<file path="config.mk">
export PLATFORM = sky130hd
export DESIGN_NAME = mem_port_arbiter_flat
export DESIGN_NICKNAME = d
export VERILOG_FILES = /design/src/rtl/mem_port_arbiter_if.sv /design/src/rtl/mem_port_arbiter.sv /design/src/flat_wrapper.sv
export SDC_FILE = /design/constraint.sdc
export NUM_CORES = 1
export LEC_CHECK = 0
export CAP_MARGIN = 20
export CORE_MARGIN = 2
export CORE_UTILIZATION = 40
export CTS_BUF_LIST = sky130_fd_sc_hd__clkbuf_4
export CTS_CLUSTER_DIAMETER = 60
export DETAILED_ROUTE_END_ITERATION = 16
export PLACE_DENSITY = 0.81
export SLEW_MARGIN = 25
export SYNTH_ARGS = -nofsm -noshare
export SYNTH_HDL_FRONTEND = slang
export SYNTH_SLANG_ARGS = --single-unit
</file>
<file path="constraint.sdc">
create_clock -name clk -period 5.7 [get_ports clk]
set_clock_uncertainty 0.15 [all_clocks]
set_input_delay 1.14 -clock clk [delete_from_list [all_inputs] [get_ports clk]]
set_output_delay 1.14 -clock clk [all_outputs]
set_load 0.01 [all_outputs]
</file>
<file path="src/rtl/mem_port_arbiter_if.sv">
// Bundle of requester-side and RAM-side signals around the data RAM arbiter.
// Latency: none, wiring only.
// Backpressure: requesters hold req/adr/wdata until their gnt pulse.
interface mem_port_arbiter_if #(
    parameter int WIDTH     = 16,
    parameter int ADDR_BITS = 16
);
    logic                 cpu_req;
    logic                 cpu_we;
    logic [ADDR_BITS-1:0] cpu_adr;
    logic [WIDTH-1:0]     cpu_wdata;
    logic                 cpu_gnt;
    logic                 cpu_rvalid;

    logic                 pin_req;
    logic [ADDR_BITS-1:0] pin_adr;
    logic [WIDTH-1:0]     pin_wdata;
    logic                 pin_gnt;

    logic                 vga_req;
    logic [ADDR_BITS-1:0] vga_adr;
    logic                 vga_gnt;
    logic                 vga_rvalid;

    logic [WIDTH-1:0]     rdata;

    logic                 mem_en;
    logic                 mem_write;
    logic                 mem_read;
    logic [ADDR_BITS-1:0] mem_adr;
    logic [WIDTH-1:0]     mem_wdata;
    logic [WIDTH-1:0]     mem_rdata;

    // Arbiter side.
    modport slave (
        input  cpu_req, cpu_we, cpu_adr, cpu_wdata,
        input  pin_req, pin_adr, pin_wdata,
        input  vga_req, vga_adr,
        input  mem_rdata,
        output cpu_gnt, cpu_rvalid, pin_gnt, vga_gnt, vga_rvalid, rdata,
        output mem_en, mem_write, mem_read, mem_adr, mem_wdata
    );

    // Requesters plus RAM side.
    modport master (
        output cpu_req, cpu_we, cpu_adr, cpu_wdata,
        output pin_req, pin_adr, pin_wdata,
        output vga_req, vga_adr,
        output mem_rdata,
        input  cpu_gnt, cpu_rvalid, pin_gnt, vga_gnt, vga_rvalid, rdata,
        input  mem_en, mem_write, mem_read, mem_adr, mem_wdata
    );
endinterface

</file>
<file path="src/rtl/mem_port_arbiter.sv">
// Shares one single-port clocked RAM between CPU, player-input writer and display reader.
// Latency: gnt one cycle after req seen in IDLE, RAM access next edge, rvalid one edge later.
// Backpressure: losers keep req high; starvation counters let PIN/VGA override CPU.
module mem_port_arbiter #(
    parameter int WIDTH        = 16,
    parameter int ADDR_BITS    = 16,
    parameter int STARVE_LIMIT = 4
) (
    input  logic                clk,
    input  logic                rst,
    mem_port_arbiter_if.slave   bus
);

    typedef enum logic [1:0] {IDLE, ISSUE, RWAIT} state_t;
    typedef enum logic [1:0] {OWN_CPU, OWN_PIN, OWN_VGA} owner_t;

    localparam logic [3:0] LIMIT = 4'(STARVE_LIMIT);

    state_t     state;
    owner_t     owner;
    logic [3:0] pin_starve;
    logic [3:0] vga_starve;
    logic       pick_cpu;
    logic       pick_pin;
    logic       pick_vga;
    logic       any_req;

    // Read data comes straight from the RAM's output register.
    assign bus.rdata = bus.mem_rdata;

    assign any_req = bus.cpu_req | bus.pin_req | bus.vga_req;

    // Winner selection: a saturated PIN, then a saturated VGA, then CPU > PIN > VGA.
    always_comb begin
        pick_cpu = 1'b0;
        pick_pin = 1'b0;
        pick_vga = 1'b0;
        if (bus.pin_req && pin_starve == LIMIT)      pick_pin = 1'b1;
        else if (bus.vga_req && vga_starve == LIMIT) pick_vga = 1'b1;
        else if (bus.cpu_req)                        pick_cpu = 1'b1;
        else if (bus.pin_req)                        pick_pin = 1'b1;
        else if (bus.vga_req)                        pick_vga = 1'b1;
    end

    // Access sequencer: arbitrate in IDLE, strobe RAM in ISSUE, return read data after RWAIT.
    always_ff @(posedge clk or negedge rst) begin
        if (!rst) begin
            state          <= IDLE;
            owner          <= OWN_CPU;
            pin_starve     <= '0;
            vga_starve     <= '0;
            bus.cpu_gnt    <= 1'b0;
            bus.pin_gnt    <= 1'b0;
            bus.vga_gnt    <= 1'b0;
            bus.cpu_rvalid <= 1'b0;
            bus.vga_rvalid <= 1'b0;
            bus.mem_en     <= 1'b0;
            bus.mem_write  <= 1'b0;
            bus.mem_read   <= 1'b0;
            bus.mem_adr    <= '0;
            bus.mem_wdata  <= '0;
        end else begin
            // Grants and read strobes are single-cycle pulses.
            bus.cpu_gnt    <= 1'b0;
            bus.pin_gnt    <= 1'b0;
            bus.vga_gnt    <= 1'b0;
            bus.cpu_rvalid <= 1'b0;
            bus.vga_rvalid <= 1'b0;
            case (state)
                IDLE: begin
                    if (any_req) begin
                        state      <= ISSUE;
                        bus.mem_en <= 1'b1;
                        if (pick_cpu) begin
                            owner         <= OWN_CPU;
                            bus.cpu_gnt   <= 1'b1;
                            bus.mem_write <= bus.cpu_we;
                            bus.mem_read  <= ~bus.cpu_we;
                            bus.mem_adr   <= bus.cpu_adr;
                            bus.mem_wdata <= bus.cpu_wdata;
                        end else if (pick_pin) begin
                            owner         <= OWN_PIN;
                            bus.pin_gnt   <= 1'b1;
                            bus.mem_write <= 1'b1;
                            bus.mem_read  <= 1'b0;
                            bus.mem_adr   <= bus.pin_adr;
                            bus.mem_wdata <= bus.pin_wdata;
                        end else begin
                            owner         <= OWN_VGA;
                            bus.vga_gnt   <= 1'b1;
                            bus.mem_write <= 1'b0;
                            bus.mem_read  <= 1'b1;
                            bus.mem_adr   <= bus.vga_adr;
                        end
                        // Count arbitrations lost while waiting; saturate at the limit.
                        if (!bus.pin_req || pick_pin)  pin_starve <= '0;
                        else if (pin_starve != LIMIT)  pin_starve <= pin_starve + 4'd1;
                        if (!bus.vga_req || pick_vga)  vga_starve <= '0;
                        else if (vga_starve != LIMIT)  vga_starve <= vga_starve + 4'd1;
                    end
                end
                ISSUE: begin
                    bus.mem_en    <= 1'b0;
                    bus.mem_write <= 1'b0;
                    bus.mem_read  <= 1'b0;
                    state         <= bus.mem_write ? IDLE : RWAIT;
                end
                RWAIT: begin
                    bus.cpu_rvalid <= (owner == OWN_CPU);
                    bus.vga_rvalid <= (owner == OWN_VGA);
                    state          <= IDLE;
                end
                default: state <= IDLE;
            endcase
        end
    end

endmodule

</file>
<file path="src/flat_wrapper.sv">
// flat-port wrapper written by rule: the top's interface ports become plain ports
module mem_port_arbiter_flat 
#(
    parameter int WIDTH        = 16,
    parameter int ADDR_BITS    = 16,
    parameter int STARVE_LIMIT = 4
)
  (clk, rst, bus_cpu_req, bus_cpu_we, bus_cpu_adr, bus_cpu_wdata, bus_pin_req, bus_pin_adr, bus_pin_wdata, bus_vga_req, bus_vga_adr, bus_mem_rdata, bus_cpu_gnt, bus_cpu_rvalid, bus_pin_gnt, bus_vga_gnt, bus_vga_rvalid, bus_rdata, bus_mem_en, bus_mem_write, bus_mem_read, bus_mem_adr, bus_mem_wdata);
  mem_port_arbiter_if #(.WIDTH(WIDTH), .ADDR_BITS(ADDR_BITS)) bus_i ();
  input  logic clk;
  input  logic rst;
  input wire logic [$bits(bus_i.cpu_req)-1:0] bus_cpu_req;
  input wire logic [$bits(bus_i.cpu_we)-1:0] bus_cpu_we;
  input wire logic [$bits(bus_i.cpu_adr)-1:0] bus_cpu_adr;
  input wire logic [$bits(bus_i.cpu_wdata)-1:0] bus_cpu_wdata;
  input wire logic [$bits(bus_i.pin_req)-1:0] bus_pin_req;
  input wire logic [$bits(bus_i.pin_adr)-1:0] bus_pin_adr;
  input wire logic [$bits(bus_i.pin_wdata)-1:0] bus_pin_wdata;
  input wire logic [$bits(bus_i.vga_req)-1:0] bus_vga_req;
  input wire logic [$bits(bus_i.vga_adr)-1:0] bus_vga_adr;
  input wire logic [$bits(bus_i.mem_rdata)-1:0] bus_mem_rdata;
  output wire logic [$bits(bus_i.cpu_gnt)-1:0] bus_cpu_gnt;
  output wire logic [$bits(bus_i.cpu_rvalid)-1:0] bus_cpu_rvalid;
  output wire logic [$bits(bus_i.pin_gnt)-1:0] bus_pin_gnt;
  output wire logic [$bits(bus_i.vga_gnt)-1:0] bus_vga_gnt;
  output wire logic [$bits(bus_i.vga_rvalid)-1:0] bus_vga_rvalid;
  output wire logic [$bits(bus_i.rdata)-1:0] bus_rdata;
  output wire logic [$bits(bus_i.mem_en)-1:0] bus_mem_en;
  output wire logic [$bits(bus_i.mem_write)-1:0] bus_mem_write;
  output wire logic [$bits(bus_i.mem_read)-1:0] bus_mem_read;
  output wire logic [$bits(bus_i.mem_adr)-1:0] bus_mem_adr;
  output wire logic [$bits(bus_i.mem_wdata)-1:0] bus_mem_wdata;
  assign bus_i.cpu_req = bus_cpu_req;
  assign bus_i.cpu_we = bus_cpu_we;
  assign bus_i.cpu_adr = bus_cpu_adr;
  assign bus_i.cpu_wdata = bus_cpu_wdata;
  assign bus_i.pin_req = bus_pin_req;
  assign bus_i.pin_adr = bus_pin_adr;
  assign bus_i.pin_wdata = bus_pin_wdata;
  assign bus_i.vga_req = bus_vga_req;
  assign bus_i.vga_adr = bus_vga_adr;
  assign bus_i.mem_rdata = bus_mem_rdata;
  assign bus_cpu_gnt = bus_i.cpu_gnt;
  assign bus_cpu_rvalid = bus_i.cpu_rvalid;
  assign bus_pin_gnt = bus_i.pin_gnt;
  assign bus_vga_gnt = bus_i.vga_gnt;
  assign bus_vga_rvalid = bus_i.vga_rvalid;
  assign bus_rdata = bus_i.rdata;
  assign bus_mem_en = bus_i.mem_en;
  assign bus_mem_write = bus_i.mem_write;
  assign bus_mem_read = bus_i.mem_read;
  assign bus_mem_adr = bus_i.mem_adr;
  assign bus_mem_wdata = bus_i.mem_wdata;
  mem_port_arbiter #(.WIDTH(WIDTH), .ADDR_BITS(ADDR_BITS), .STARVE_LIMIT(STARVE_LIMIT)) u_core (.clk(clk), .rst(rst), .bus(bus_i));
endmodule
</file>
# == Yosys cells after proc, flatten, opt, wreduce, memory -nomap -nowiden ==
# Index checks and enable logic that the tools add are counted.
# word_totals
ff_bits,52
in_bits,102
output_inout_bits,56
# op_classes
addsub,2
n_eq_ne,8
mux,46
bitwise_logic,3
reduce_logical,17
# op_table
cell,count
two-way mux 16 bit,4
two-way mux 1 bit,30
two-way mux 4 bit,4
AND reduction 3 bit,3
"adder 4 x 1 -> 4 bit, second input constant",2
"== test 4 x 3 -> 1 bit, second input constant",2
two-way mux 2 bit,4
"inequality test 4 x 3 -> 1 bit, second input constant",2
nonzero test 2 bit,4
case mux 1 bit (2 select lines),3
"== test 2 bit, second input constant",2
zero test 2 bit,2
case mux 2 bit (2 select lines),1
AND reduction 2 bit,2
"== test 2 x 1 -> 1 bit, second input constant",1
logical AND 1 bit,2
zero test 1 bit,2
logical OR 1 bit,2
"inequality test 2 x 1 -> 1 bit, second input constant",1
bitwise OR 1 bit,2
inverter 1 bit,1

# == Longest topological paths before layout ==
# depth
depth_word,8
ltp_mapped,8
ltp_nobuf,6

# == Least setup slack after synthesis ==
# No wires, ideal clock.
# synth_timing
kind,in2reg
from,in bus_pin_req
to,reg u_core.bus.mem_wdata[10]
arrival_ns,2.364
slack_ns,3.061
cell_stages,5
path_buffers,1
path_cell_list,and4b_4 -> nor3_4 -> buf_6 -> mux2_4 -> mux2_4
# synth_via
elab_chain_len,6
# synth_lines
item,line_no,text
"start, declared",flat_wrapper.sv:16,input wire logic [$bits(bus_i.pin_req)-1:0] bus_pin_req;
two-way mux 1 bit,mem_port_arbiter.sv:41,else if (bus.pin_req) pick_pin = 1'b1;
two-way mux 1 bit,mem_port_arbiter.sv:40,else if (bus.cpu_req) pick_cpu = 1'b1;
two-way mux 1 bit,mem_port_arbiter.sv:39,else if (bus.vga_req && vga_starve == LIMIT) pick_vga = 1'b1;
two-way mux 1 bit,mem_port_arbiter.sv:38,if (bus.pin_req && pin_starve == LIMIT) pick_pin = 1'b1;
nonzero test 2 bit (no line),--,
AND reduction 3 bit (no line),--,
"end signal, assigned",mem_port_arbiter.sv:80,bus.mem_wdata <= bus.cpu_wdata;
"end signal, assigned",mem_port_arbiter.sv:87,bus.mem_wdata <= bus.pin_wdata;
"end, declared",mem_port_arbiter_if.sv:41,"output mem_en, mem_write, mem_read, mem_adr, mem_wdata"
# Several ways; a longest one is shown, not always the timed one.
# A chain may end at the register's enable or synchronous reset.

# == Final worst setup path ==
# layout_timing
from,in bus_pin_req
to,reg u_core.bus.mem_adr[4]
# layout_via
elab_chain_len,6
# layout_lines
item,line_no,text
two-way mux 1 bit,mem_port_arbiter.sv:41,
two-way mux 1 bit,mem_port_arbiter.sv:40,
two-way mux 1 bit,mem_port_arbiter.sv:39,
two-way mux 1 bit,mem_port_arbiter.sv:38,
two-way mux 16 bit,mem_port_arbiter.sv:81,end else if (pick_pin) begin
two-way mux 16 bit,mem_port_arbiter.sv:74,if (pick_cpu) begin
"end signal, assigned",mem_port_arbiter.sv:79,bus.mem_adr <= bus.cpu_adr;
"end signal, assigned",mem_port_arbiter.sv:86,bus.mem_adr <= bus.pin_adr;
"end signal, assigned",mem_port_arbiter.sv:93,bus.mem_adr <= bus.vga_adr;
"end, declared",mem_port_arbiter_if.sv:41,
# Several ways; a longest one is shown, not always the timed one.

==> run metrics <==
status=finished clean; Crit Path Class=in -> reg; core area=6830 sq um; Worst slew margin=34.1%; highest cell delay on the worst timing path=640 ps; Synth Instances=251; Worst VDD drop=220 uV; # setup viols final=0; Pleak=1.80 nW; worst path cell trace=clkdlybuf4s50_1, or3_1, nand2_1, inv_1, nand2_1, o22ai_1; max-cap viol count=0; hpwl dp=5.35 mm; GPL Wtd Cong=0.768; initial antenna violation count=0; I/O Pins=158; drt drc=0; root buf cell=clkbuf_4; Die X=88.1 um; leading register cell type out of synthesis=dfrtp_1; nets@finish=465; CTS Hold Bufs=0; most numerous cell in the Yosys netlist=dfrtp_1; Initial Utilization=41.4%; GR Overflow Total=0; top area cells in the synthesized netlist=dfrtp_1 (46%), mux2_4 (11%), mux2i_1 (5.7%); Die Span Y=88.1 um; Synth top area share=46.0%; sequential area share after synthesis=46.0%; WP data required=5850 ps; pin count of the biggest net entering global routing=53; drt via density=5.09; Avg Inst Size Synth=11.3 sq um; DRT Wirelength=7.28 mm; Crit-path slowest cell=nand2_1; Hold Crit Depth=1; final worst slack=2230 ps; global-route wire length before repair=11.1 mm; fmax=288 MHz; WP data arrival=3620 ps; fin crit period=3470 ps; crit end category=flop; clk sink count=52; drt first pass iters=4; total power=1.73 mW; Yosys Warn Count=0; largest area contributor in the netlist=dfrtp_1; CP most frequent cell=nand2_1; crit start category=primary input; flops & latches, synth=52; fin area=4090 sq um; Post-synth EDFFs=0; postcts setup bufs=0; post-route ant nets=0; die area=7760 sq um; Slew Limit Fails=0; placed cell areas=4020 sq um; row count=30; layout cells sized above 1=13.3%; TritonCTS buffer count=5; RSZ-0062 raised after global routing=no; stages on the worst setup path=6; syn nets=357; Avg WL per Cell=16.0 um; number of global-route vias before repair=2318; Slew @ Worst Pin=986 ps; HP Class=reg -> reg; Top delay family on crit path=buffers and inverters; Synth Cell Area=2830 sq um; Hold Fails Final Rpt=0; Port Buf Inserts=125; Core Util, Final=59.8%; CTS max path bufs=2; H-tree lvl count=2; Pwr Density=424 nW/um^2; pre-CTS WS=1820 ps; Area Overhead vs Synth=44.3%; Via Count=2323; CTS tree=built; Clock Latency Late Sink=390 ps; Yosys cell types=40; CP Buf/Inv Count=2; Ant. Diodes=0; crit share post-route=60.9%; worst-path maximum fanout=24; Fin Setup TNS=0 ps; Worst-path clk slew=170 ps; FF-to-FF path depth=5; Initial DRC Count=111; gr usage total=18.3%; Post-synth ARST share=100%; Commonest cells post-synth=dfrtp_1 (52), nor2_1 (23), mux2_4 (20), a21oi_1 (18), buf_4 (18); post-cts resize count=0
[per-stage QoR]
step                std cells  hold slack, ps
floorplan                 251             274
global placement          448             293
detailed placement        448             298
CTS                       456             319
global route              456             348
finish                    456             321
[layout by cell type, fill, tap and decap left out, types with 4 or more instances in the layout]
cell and n:
mux2_4 20, buf_4 4, nand2_1 11, nor2_1 23, mux2i_1 16, a21oi_1 18
nand3_1 5, clkdlybuf4s50_1 124, o21ai_0 7, ha_1 4, dfrtp_1 52, mux2_2 10
o22ai_1 17, inv_1 9, clkbuf_4 5
[report_power, final]
| group | switching (mW) | internal (mW) |
|---|---|---|
| registers | 0.103 | 0.532 |
| clock network | 0.127 | 0.0514 |
| logic | 0.408 | 0.513 |
| total | 0.638 | 1.10 |
[state kept, by name, indices dropped and copies added (netlist names)]
register               count
u_core.bus.mem_en          1
u_core.bus.pin_gnt         1
u_core.bus.vga_rvalid      1
u_core.bus.mem_wdata      16
u_core.bus.vga_gnt         1
u_core.state               2
u_core.bus.mem_adr        16
u_core.pin_starve          4
u_core.bus.cpu_gnt         1
u_core.bus.mem_write       1
u_core.bus.cpu_rvalid      1
u_core.owner               2
u_core.bus.mem_read        1
u_core.vga_starve          4
[final timing paths]
kind	start	to	slack, ps
worst max-delay path	bus_pin_req	u_core.bus.mem_adr[4]$_DFFE_PN0P_	2230
worst min-delay path	u_core.bus.mem_write$_DFFE_PN0P_	u_core.state[1]$_DFFE_PN0P_	320
worst max register to register	u_core.state[0]$_DFFE_PN0P_	u_core.bus.mem_adr[4]$_DFFE_PN0P_	3020
worst min register to register	u_core.bus.mem_write$_DFFE_PN0P_	u_core.state[1]$_DFFE_PN0P_	320
max in group asynchronous	rst	u_core.bus.mem_wdata[3]$_DFFE_PN0P_	4260
min in group asynchronous	rst	u_core.bus.cpu_rvalid$_DFF_PN0_	680
[per-layer routing]
metal	track usage, %	part of all wire, %	vias up
li1	-	-	1095
met1	22.2	39	1114
met2	31.6	50	103
met3	6.97	10	11
met4	3.44	0.76	0
met5	0	0	-
[final cells by class]
type,instances,area (sq um)
Multi-Input combinational cell,162,1290
Clock inverter,3,25.0
Tap cell,96,120
Timing Repair Buffer,129,1280
Inverter,9,33.8
Clock buffer,5,37.5
Sequential cell,52,1300
Fill cell,591,2750
[cells by family after synthesis]
family | synth area share [%]
AND/OR/NAND/NOR | 10.8
flip-flops | 46.0
AO/OA/AOI/OAI | 11.4
multiplexers | 21.4
adder cells (fa/ha/maj) | 1.77
buffers and inverters | 8.62
[worst reg2reg max path, stage by stage, from the launching register on]
cell and delay [ps]:
dfrtp_1 440, nor2_1 270, nand2_1 110, inv_1 630, nand2_1 640, o22ai_1 340
(Power assumes the default switching activity.)
